**config.mk**
```make
export PLATFORM = sky130hd
export DESIGN_NAME = sample_sequencer
export DESIGN_NICKNAME = d
export VERILOG_FILES = /design/src/rtl/seq_pkg.sv /design/src/rtl/seq_row_counter.sv /design/src/rtl/sample_sequencer.sv
export SDC_FILE = /design/constraint.sdc
export NUM_CORES = 1
export LEC_CHECK = 0
export CORE_MARGIN = 2
export CORE_UTILIZATION = 43
export CTS_BUF_LIST = sky130_fd_sc_hd__clkbuf_4 sky130_fd_sc_hd__clkbuf_8 sky130_fd_sc_hd__clkbuf_16
export DETAILED_ROUTE_END_ITERATION = 8
export GPL_ROUTABILITY_DRIVEN = 0
export PLACE_DENSITY = 0.82
export SLEW_MARGIN = 20
export SYNTH_ARGS = -nofsm -noshare
export SYNTH_HDL_FRONTEND = slang
export SYNTH_SLANG_ARGS = --single-unit
export TNS_END_PERCENT = 10
```
**constraint.sdc**
```tcl
create_clock -name clk_clk -period 4.5 [get_ports clk_clk]
set_input_delay 0.675 -clock clk_clk [delete_from_list [all_inputs] [get_ports clk_clk]]
set_output_delay 0.675 -clock clk_clk [all_outputs]
set_load 0.01 [all_outputs]
```
**src/rtl/seq_pkg.sv**
```systemverilog
// Shared types for the training sample sequencer: state encoding and default widths.
package seq_pkg;

  localparam int DATA_W_DEF = 48;
  localparam int IDX_W_DEF  = 32;

  typedef enum logic [2:0] {
    ST_IDLE     = 3'd0,
    ST_LOAD_IN  = 3'd1,
    ST_LOAD_LBL = 3'd2,
    ST_LOC_RST  = 3'd3,
    ST_RUN      = 3'd4
  } seq_state_e;

  function automatic logic is_load(input seq_state_e s);
    return (s == ST_LOAD_IN) || (s == ST_LOAD_LBL);
  endfunction

endpackage

```
**src/rtl/seq_row_counter.sv**
```systemverilog
// Row counter for the storage write path; flags when the current row is the terminal row.
module seq_row_counter #(
  parameter int W = 32
) (
  input  logic         gclk,
  input  logic         grst_n,
  input  logic         clear,
  input  logic         inc,
  input  logic [W-1:0] term,
  output logic [W-1:0] count,
  output logic         last
);

  always_ff @(posedge gclk or negedge grst_n) begin
    if (!grst_n)    count <= '0;
    else if (clear) count <= '0;
    else if (inc)   count <= count + W'(1);
  end

  assign last = (count == term);

endmodule

```
**src/rtl/sample_sequencer.sv**
```systemverilog
// Per-sample training sequencer: streams input and label vectors into storage,
// pulses the locator reset, then runs the controller until done, num_samples times.
module sample_sequencer
  import seq_pkg::*;
#(
  parameter int DATA_W      = DATA_W_DEF,
  parameter int IDX_W       = IDX_W_DEF,
  parameter int IN_ROWS     = 4,
  parameter int LBL_ROWS    = 2,
  parameter int RUN_TIMEOUT = 4096
) (
  input  logic              clk_clk,
  input  logic              reset_reset_n,
  input  logic              start,
  input  logic              abort,
  input  logic [IDX_W-1:0]  num_samples,
  input  logic [DATA_W-1:0] s_data,
  input  logic              s_valid,
  output logic              s_ready,
  output logic              in_is_write,
  output logic [IDX_W-1:0]  in_layer_index,
  output logic [IDX_W-1:0]  in_row_index,
  output logic [DATA_W-1:0] in_write_data,
  output logic              lbl_is_write,
  output logic [IDX_W-1:0]  lbl_layer_index,
  output logic [IDX_W-1:0]  lbl_row_index,
  output logic [DATA_W-1:0] lbl_write_data,
  output logic              locator_reset,
  output logic              controller_enable,
  input  logic              run_done,
  output logic              busy,
  output logic [IDX_W-1:0]  sample_count,
  output logic              epoch_done,
  output logic              timeout_err
);

  localparam int               RUN_W    = $clog2(RUN_TIMEOUT);
  localparam logic [RUN_W-1:0] RUN_LAST = RUN_W'(RUN_TIMEOUT - 1);

  logic       gclk;
  logic       grst_n;
  logic [1:0] rst_sync;

  assign gclk = clk_clk;

  // Reset asserts immediately but releases two clocks later, in sync with gclk.
  always_ff @(posedge gclk or negedge reset_reset_n) begin
    if (!reset_reset_n) rst_sync <= 2'b00;
    else                rst_sync <= {rst_sync[0], 1'b1};
  end
  assign grst_n = rst_sync[1];

  seq_state_e       state, state_nxt;
  logic [IDX_W-1:0] num_lat, row, row_term, cnt_inc;
  logic [RUN_W-1:0] run_cnt;
  logic             load, hs, row_last, row_clr;
  logic             start_ok, zero_epoch, in_run, done_hit, epoch_hit, tmo_hit;

  assign load       = is_load(state);
  assign hs         = s_valid & load;
  assign in_run     = (state == ST_RUN);
  assign start_ok   = (state == ST_IDLE) & start & ~abort;
  assign zero_epoch = start_ok & (num_samples == '0);
  assign cnt_inc    = sample_count + IDX_W'(1);
  assign done_hit   = in_run & run_done & ~abort;
  assign epoch_hit  = done_hit & (cnt_inc == num_lat);
  assign tmo_hit    = in_run & ~run_done & ~abort & (run_cnt == RUN_LAST);
  assign row_term   = (state == ST_LOAD_LBL) ? IDX_W'(LBL_ROWS - 1) : IDX_W'(IN_ROWS - 1);
  assign row_clr    = ~load | abort | (hs & row_last);

  seq_row_counter #(.W(IDX_W)) u_row (
    .gclk   (gclk),
    .grst_n (grst_n),
    .clear  (row_clr),
    .inc    (hs),
    .term   (row_term),
    .count  (row),
    .last   (row_last)
  );

  always_ff @(posedge gclk or negedge grst_n) begin
    if (!grst_n) state <= ST_IDLE;
    else         state <= state_nxt;
  end

  always_comb begin
    state_nxt = state;
    if (abort) begin
      state_nxt = ST_IDLE;
    end else begin
      case (state)
        ST_IDLE:     if (start && num_samples != '0) state_nxt = ST_LOAD_IN;
        ST_LOAD_IN:  if (hs && row_last)             state_nxt = ST_LOAD_LBL;
        ST_LOAD_LBL: if (hs && row_last)             state_nxt = ST_LOC_RST;
        ST_LOC_RST:                                  state_nxt = ST_RUN;
        ST_RUN: begin
          if (run_done)                  state_nxt = epoch_hit ? ST_IDLE : ST_LOAD_IN;
          else if (run_cnt == RUN_LAST)  state_nxt = ST_IDLE;
        end
        default:                                     state_nxt = ST_IDLE;
      endcase
    end
  end

  always_comb begin
    s_ready           = load;
    in_is_write       = hs & (state == ST_LOAD_IN);
    lbl_is_write      = hs & (state == ST_LOAD_LBL);
    in_layer_index    = '0;
    lbl_layer_index   = '0;
    in_row_index      = row;
    lbl_row_index     = row;
    in_write_data     = load ? s_data : '0;
    lbl_write_data    = load ? s_data : '0;
    locator_reset     = (state == ST_LOC_RST);
    controller_enable = in_run;
    busy              = (state != ST_IDLE);
  end

  // run_done beats the timeout in the same cycle; abort beats both.
  always_ff @(posedge gclk or negedge grst_n) begin
    if (!grst_n) begin
      num_lat      <= '0;
      sample_count <= '0;
      timeout_err  <= 1'b0;
      epoch_done   <= 1'b0;
      run_cnt      <= '0;
    end else begin
      epoch_done <= zero_epoch | epoch_hit;
      run_cnt    <= in_run ? run_cnt + RUN_W'(1) : '0;
      if (start_ok) begin
        num_lat      <= num_samples;
        sample_count <= '0;
        timeout_err  <= 1'b0;
      end
      if (done_hit) sample_count <= cnt_inc;
      if (tmo_hit)  timeout_err  <= 1'b1;
    end
  end

endmodule

```
==> metrics.md <==
| Metric | Value |
|---|---|
| Vias post-DR | `between 7000 and 8000` |
| CTS resizes | `0` |
| Critical Path AT | `3.89 ns` |
| Pwr/cell area | `between 400 and 500 nW/um2` |
| Minimum clock period | `3.589 ns` |
| CTS Root Cell | `clkbuf_16` |
| Main combinational cell family by area after synthesis | `simple AND/OR/NAND/NOR gates` |
| Post-synthesis simple-gate area fraction | `a little under a quarter` |
| Die Y-Extent | `between 100 and 150 um` |
| Post-synthesis register bit count | `115` |
| Synthesis-to-finish area growth | `35.10%` |
| Critical-path maximum fanout | `7` |
| Syn avg cell area | `around 9 um2` |
| Mapped Cells | `879` |
| Clock sink count | `about 120` |
| Final period util | `roughly 80%` |
| XOR/XNOR Fraction of Synth Area | `9.120%` |
| Total grt overflow | `0` |
| Initial core utilization | `43.84%` |
| Clock latency on the worst-skew pair | `around 0.42 ns` |
| Global-route wire length before repair | `36580 um` |
| Vias per inst | `around 5.4` |
| Worst slew pin tran | `roughly 0.81 ns` |
| Setup TNS | `0 ns` |
| Critical Path RT | `between 4 and 5 ns` |
| Kind of end point of the critical path | `register` |
| Post-synthesis mux area share | `under 10%` |
| Largest net degree at the start of global routing | `84` |
| Residual DRC | `0` |
| Sequential-to-total area share from yosys stat | `between 30% and 40%` |
| Area fraction in compound gates after synthesis | `around 8.8%` |
| Final Skew | `approximately 0.0088 ns` |
| Average wire per standard cell | `~18 um` |
| Clock tree buffer depth | `2` |
| Ys Warns | `0` |
| H-tree depth | `4` |
| Max_slew headroom | `a little under half` |
| Distinct cells, synth | `59` |
| CTS clk-pin slew, worst paths | `~0.06 ns` |
| Slew Viols, Final | `0` |
| Initial antenna violation count | `3` |
| TritonCTS buffer count | `17` |
| Post-Synth Adder-Cell Area | `less than 1%` |
| Number of nets with antenna violations after routing | `0` |
| Post-DP HPWL | `~17000 um` |
| Post-CTS setup buffer count | `0` |
| Leakage power | `approximately 4.3 nW` |
| Min Hold Slack | `between 0.3 and 0.4 ns` |
| Initial drt markers | `around 500` |
| Post-synth ARST share | `between 90% and 100%` |
| Die W | `around 140 um` |
| PortBufs | `285` |
| Syn Std Cell Area | `~8000 um2` |
| Max-capacitance violation count | `0` |
| Final Setup Violations | `0` |
| FMAX | `about 0.28 GHz` |
| CP cell instances | `ha_1 > and4_1 > nand4_1 > nor4_1 > mux2_2 > a31oi_1 > o21ai_0 > or4_1 > a41o_1` |
| Status | `complete, no violations` |
| Hold Vio Cnt, Final | `0` |
| Core Box Area | `17960 um2` |
| CTS Hold Bufs | `0` |
| Crit path kind | `register to register` |
| Startpoint Class | `register` |
| # diodes | `0` |
| Worst path slowest cell | `nor4_1` |
| Row Count | `around 50` |
| Total Routing Usage GR | `approximately a quarter` |
| Peak supply drop | `slightly above 0.4 mV` |
| Crit-path max cell delay | `~0.73 ns` |
| Number of synthesized flops with an enable pin | `0` |
| Final wirelength | `roughly 23000 um` |
| Fraction of layout cells with a size suffix above 1 | `8.333%` |
| # IOs | `350` |
| CTS tree | `yes` |
| Nets | `1158` |
| DIE AREA | `just under 20000 um2` |
| Detailed-router iteration count before antenna repair | `6` |
| Worst hold path type | `register to async pin` |
| Vias in the first global route | `6733` |
| Post-synth top flop | `dfrtp_1` |
| Unrepaired setup endpoints after global routing | `no` |
==> Yosys cell counts (3+ instances only) <==
cell type	n	area share (%)
and3_1	12	0.95
buf_2	6	0.38
o31ai_1	13	1.2
nor4_1	18	1.4
clkbuf_1	29	1.4
a21oi_1	24	1.5
dfrtp_1	115	37
xor2_1	44	4.9
mux2_2	34	4.9
or3_1	8	0.64
nand4_1	27	2.1
nand3_1	25	1.6
o21ai_0	58	3.7
inv_1	9	0.43
nor2_1	67	3.2
ha_1	3	0.48
buf_4	152	14
a31oi_1	3	0.24
and2_1	57	4.5
nand2_1	52	2.5
nor2b_1	3	0.24
nor3_1	12	0.76
nor3b_1	4	0.38
o2111ai_1	3	0.33
and4_1	13	1.4
or4_1	3	0.29
mux2i_1	3	0.38
nor4b_1	5	0.56
xnor2_1	38	4.2
==> where the power goes <==
part / switching [mW] / total (mW) / internal (mW)
combinational: 0.972 / 2.14 / 1.16
clock: 0.459 / 1.28 / 0.823
sequential: 0.184 / 1.38 / 1.20
total: 1.62 / 4.80 / 3.19
==> sequential cells by signal, indices dropped and copies added, names as in the netlist <==
register      flops
sample_count     32
rst_sync          2
u_row.count      32
epoch_done        1
num_lat          32
state             3
timeout_err       1
run_cnt          12
==> kinds of logic (layout without fill, tap and decap cells) <==
family,count (synthesis),count (layout)
AND/OR/NAND/NOR,326,326
buffers and inverters,196,334
AO/OA/AOI/OAI,118,118
flip-flops,115,115
XOR/XNOR,82,82
multiplexers,37,37
adder cells (fa/ha/maj),3,3
other,2,65
==> cell type report <==
cell class,instances,area (um2)
inverter,9,33.78
multi-input combinational,631,3931
clock buffer,24,503.0
timing repair buffer,295,2948
tap,229,286.5
sequential,115,2882
clock inverter,6,55.05
fill,1563,7325
==> worst max-delay path, delay by kind of cell, from the launching register on <==
kind                       cells  cell delay (ns)
muxes                          1             0.41
DFF                            1             0.46
and+or+nand+nor                4             1.82
AOI/OAI and AO/OA              3             0.50
adders and majority gates      1             0.27
==> stage by stage <==
step / std cells / cell area, um2 / power (mW) / setup WS (ns) / utilization, %
after floorplan: 942 / 8112 / 2.675 / 1.059 / -
after global placement: 1278 / 10050 / 3.491 / 0.9670 / 55.97
after detailed placement: 1278 / 10050 / 3.530 / 0.9107 / 55.97
after CTS: 1308 / 10610 / 4.827 / 0.9910 / 59.07
after global routing: 1309 / 10640 / 5.037 / 0.7680 / 59.23
final: 1309 / 10640 / 4.802 / 0.9109 / 59.23
==> cells in the final DEF (no fill, tap or decap), types with 3 or more instances in the layout <==
cell	instances
clkbuf_4	3
o31ai_1	13
mux2i_1	3
a21oi_1	24
nand3_1	25
nor2b_1	3
clkbuf_8	4
ha_1	3
a31oi_1	3
xor2_1	44
nor4_1	18
and3_1	12
xnor2_1	38
and2_1	57
clkbuf_16	17
o2111ai_1	3
nor3b_1	4
mux2_2	34
dfrtp_1	114
inv_1	9
and4_1	13
clkinv_2	5
clkdlybuf4s50_1	285
or4_1	3
nand4_1	27
nor3_1	12
nor4b_1	5
nand2_1	52
buf_4	9
nor2_1	66
o21ai_0	58
or3_1	8
conb_1	65
==> per-layer routing <==
layer,vias to the layer above,part of all wire [%],global-route usage (%)
met5,-,0.19,0
met4,6,3.1,9.197
met3,64,8.5,7.398
met2,356,48,36.43
met1,3375,40,30.31
li1,3220,-,-
==> worst paths after layout <==
path	start	depth (start not counted)	slack, ns	end
max	sample_count[0]$_DFFE_PN0P_	9	0.91	state[0]$_DFFE_PN0P_
min	rst_sync[1]$_DFF_PN0_	0	0.31	num_lat[2]$_DFFE_PN0P_
max reg2reg	sample_count[0]$_DFFE_PN0P_	9	0.91	state[0]$_DFFE_PN0P_
min reg2reg	rst_sync[1]$_DFF_PN0_	0	0.31	num_lat[2]$_DFFE_PN0P_
max in group asynchronous	rst_sync[1]$_DFF_PN0_	1	3.38	sample_count[26]$_DFFE_PN0P_
min in group clk_clk	rst_sync[0]$_DFF_PN0_	0	0.35	rst_sync[1]$_DFF_PN0_
(Power assumes the default switching activity.)
==> RTL edit, RTL diff (config.mk and constraints unchanged) <==
Change the parameter `RUN_TIMEOUT` from 4096 to 8192.
--- a/src/rtl/sample_sequencer.sv
+++ b/src/rtl/sample_sequencer.sv
@@ -7,7 +7,7 @@
   parameter int IDX_W       = IDX_W_DEF,
   parameter int IN_ROWS     = 4,
   parameter int LBL_ROWS    = 2,
-  parameter int RUN_TIMEOUT = 4096
+  parameter int RUN_TIMEOUT = 8192
 ) (
   input  logic              clk_clk,
   input  logic              reset_reset_n,
Behaviour: same outputs for any inputs over 10 cycles, from zero or initial values and one cycle with reset_reset_n low; that may be too few to reach the edited logic, so the function may still have changed.
==> RTL edit against the original RTL <==
- wire length grew 4.3%
- non-clock buffer count grew 1
- final area grew 1.3%
- first-iteration DRC count grew 29%
- clock power grew 14%
- sequential power is essentially flat
- clock skew grew 0.0076 ns
- total power grew 3.1%
- maximum frequency grew 12%
- sequential cell count grew 1
- setup slack gained 0.37 ns
- area after synthesis grew 0.52%
- largest cell class unchanged
==> RTL edit: results <==
metrics = {
    "synthesis": {
        "synth_cell_types": 62,
        "synth.yosys.seq_area_share": 0.367,
        "synth.top_cells.by_area": "dfrtp_1 (37%), buf_4 (14%), xnor2_1 (4.9%)",
    },
    "finish": {
        "final.signal_inverter_count": 19,
        "finish.net_count": 1173,
        "final_layout_size_suffix_gt1_frac": 0.0857,
        "antenna-diode-count": 2,
        "num-clock-buffers": 18,
        "buffers_excl_clock": 296,
    },
    "sta": {
        "fin_hold_ws_ns": 0.278,
        "fin_worst_skew_ns": 0.0164,
    },
    "critical_path": {
        "worst-endpoint-arrival_ns": 3.53,
        "worst_path_max_delay_cell": "or4b_2",
        "worst_path_maximum_fanout": 10,
        "ff2ff_path_depth": 8,
    },
    "detailed_routing": {
        "routed-via-count": 7036,
        "route.top_layer_used": "met4",
        "drt_iter0_markers": 644,
        "wirelength_met1_mm": 10.8,
        "wl_met3_mm": 2.08,
        "totalWireLength_mm": 24.2,
    },
    "outcome": {
        "run_status": "complete, no violations",
    },
    "floorplan": {
        "die_width_um": 140,
    },
    "global_routing": {
        "grt_start_max_net_pins": 78,
        "grt_util_all_layers": 0.243,
        "grt.met3_usage": 0.0647,
        "first_pass_grt_wire_length_mm": 37.1,
    },
    "placement": {
        "postPlaceCellArea_um2": 10100,
    },
    "power_and_ir_drop": {
        "powerClk_uw": 1460,
    },
}
-- RTL edit: cell count changes in the layout (fill, tap and decap cells not counted), sizes merged, moves of 7 or more --
cell / delta
nand3: +9
xor2: -11
inv: +14
xnor2: +7
o21ai: -11
or3: +11
-- RTL edit: kinds of logic (layout without fill, tap and decap cells) --
group | count (synthesis) | count (layout) | synth area share
mux | 36 | 36 | 0.0507
simple gates | 334 | 334 | 0.230
buf+inv | 199 | 347 | 0.169
other cells | 2 | 67 | 0.000949
xor+xnor | 78 | 78 | 0.0872
fa+ha+maj | 3 | 3 | 0.00474
flops | 116 | 116 | 0.367
compound gates | 118 | 118 | 0.0906
-- RTL edit: per-stage QoR --
step                total power [uW]   util  setup WS (ns)
detailed placement              3490  0.561           1.22
CTS                             4960  0.596           1.30
floorplan                       2650      -           1.03
finish                          4950  0.598           1.28
global placement                3450  0.561           1.29
global route                    5170  0.598           1.12
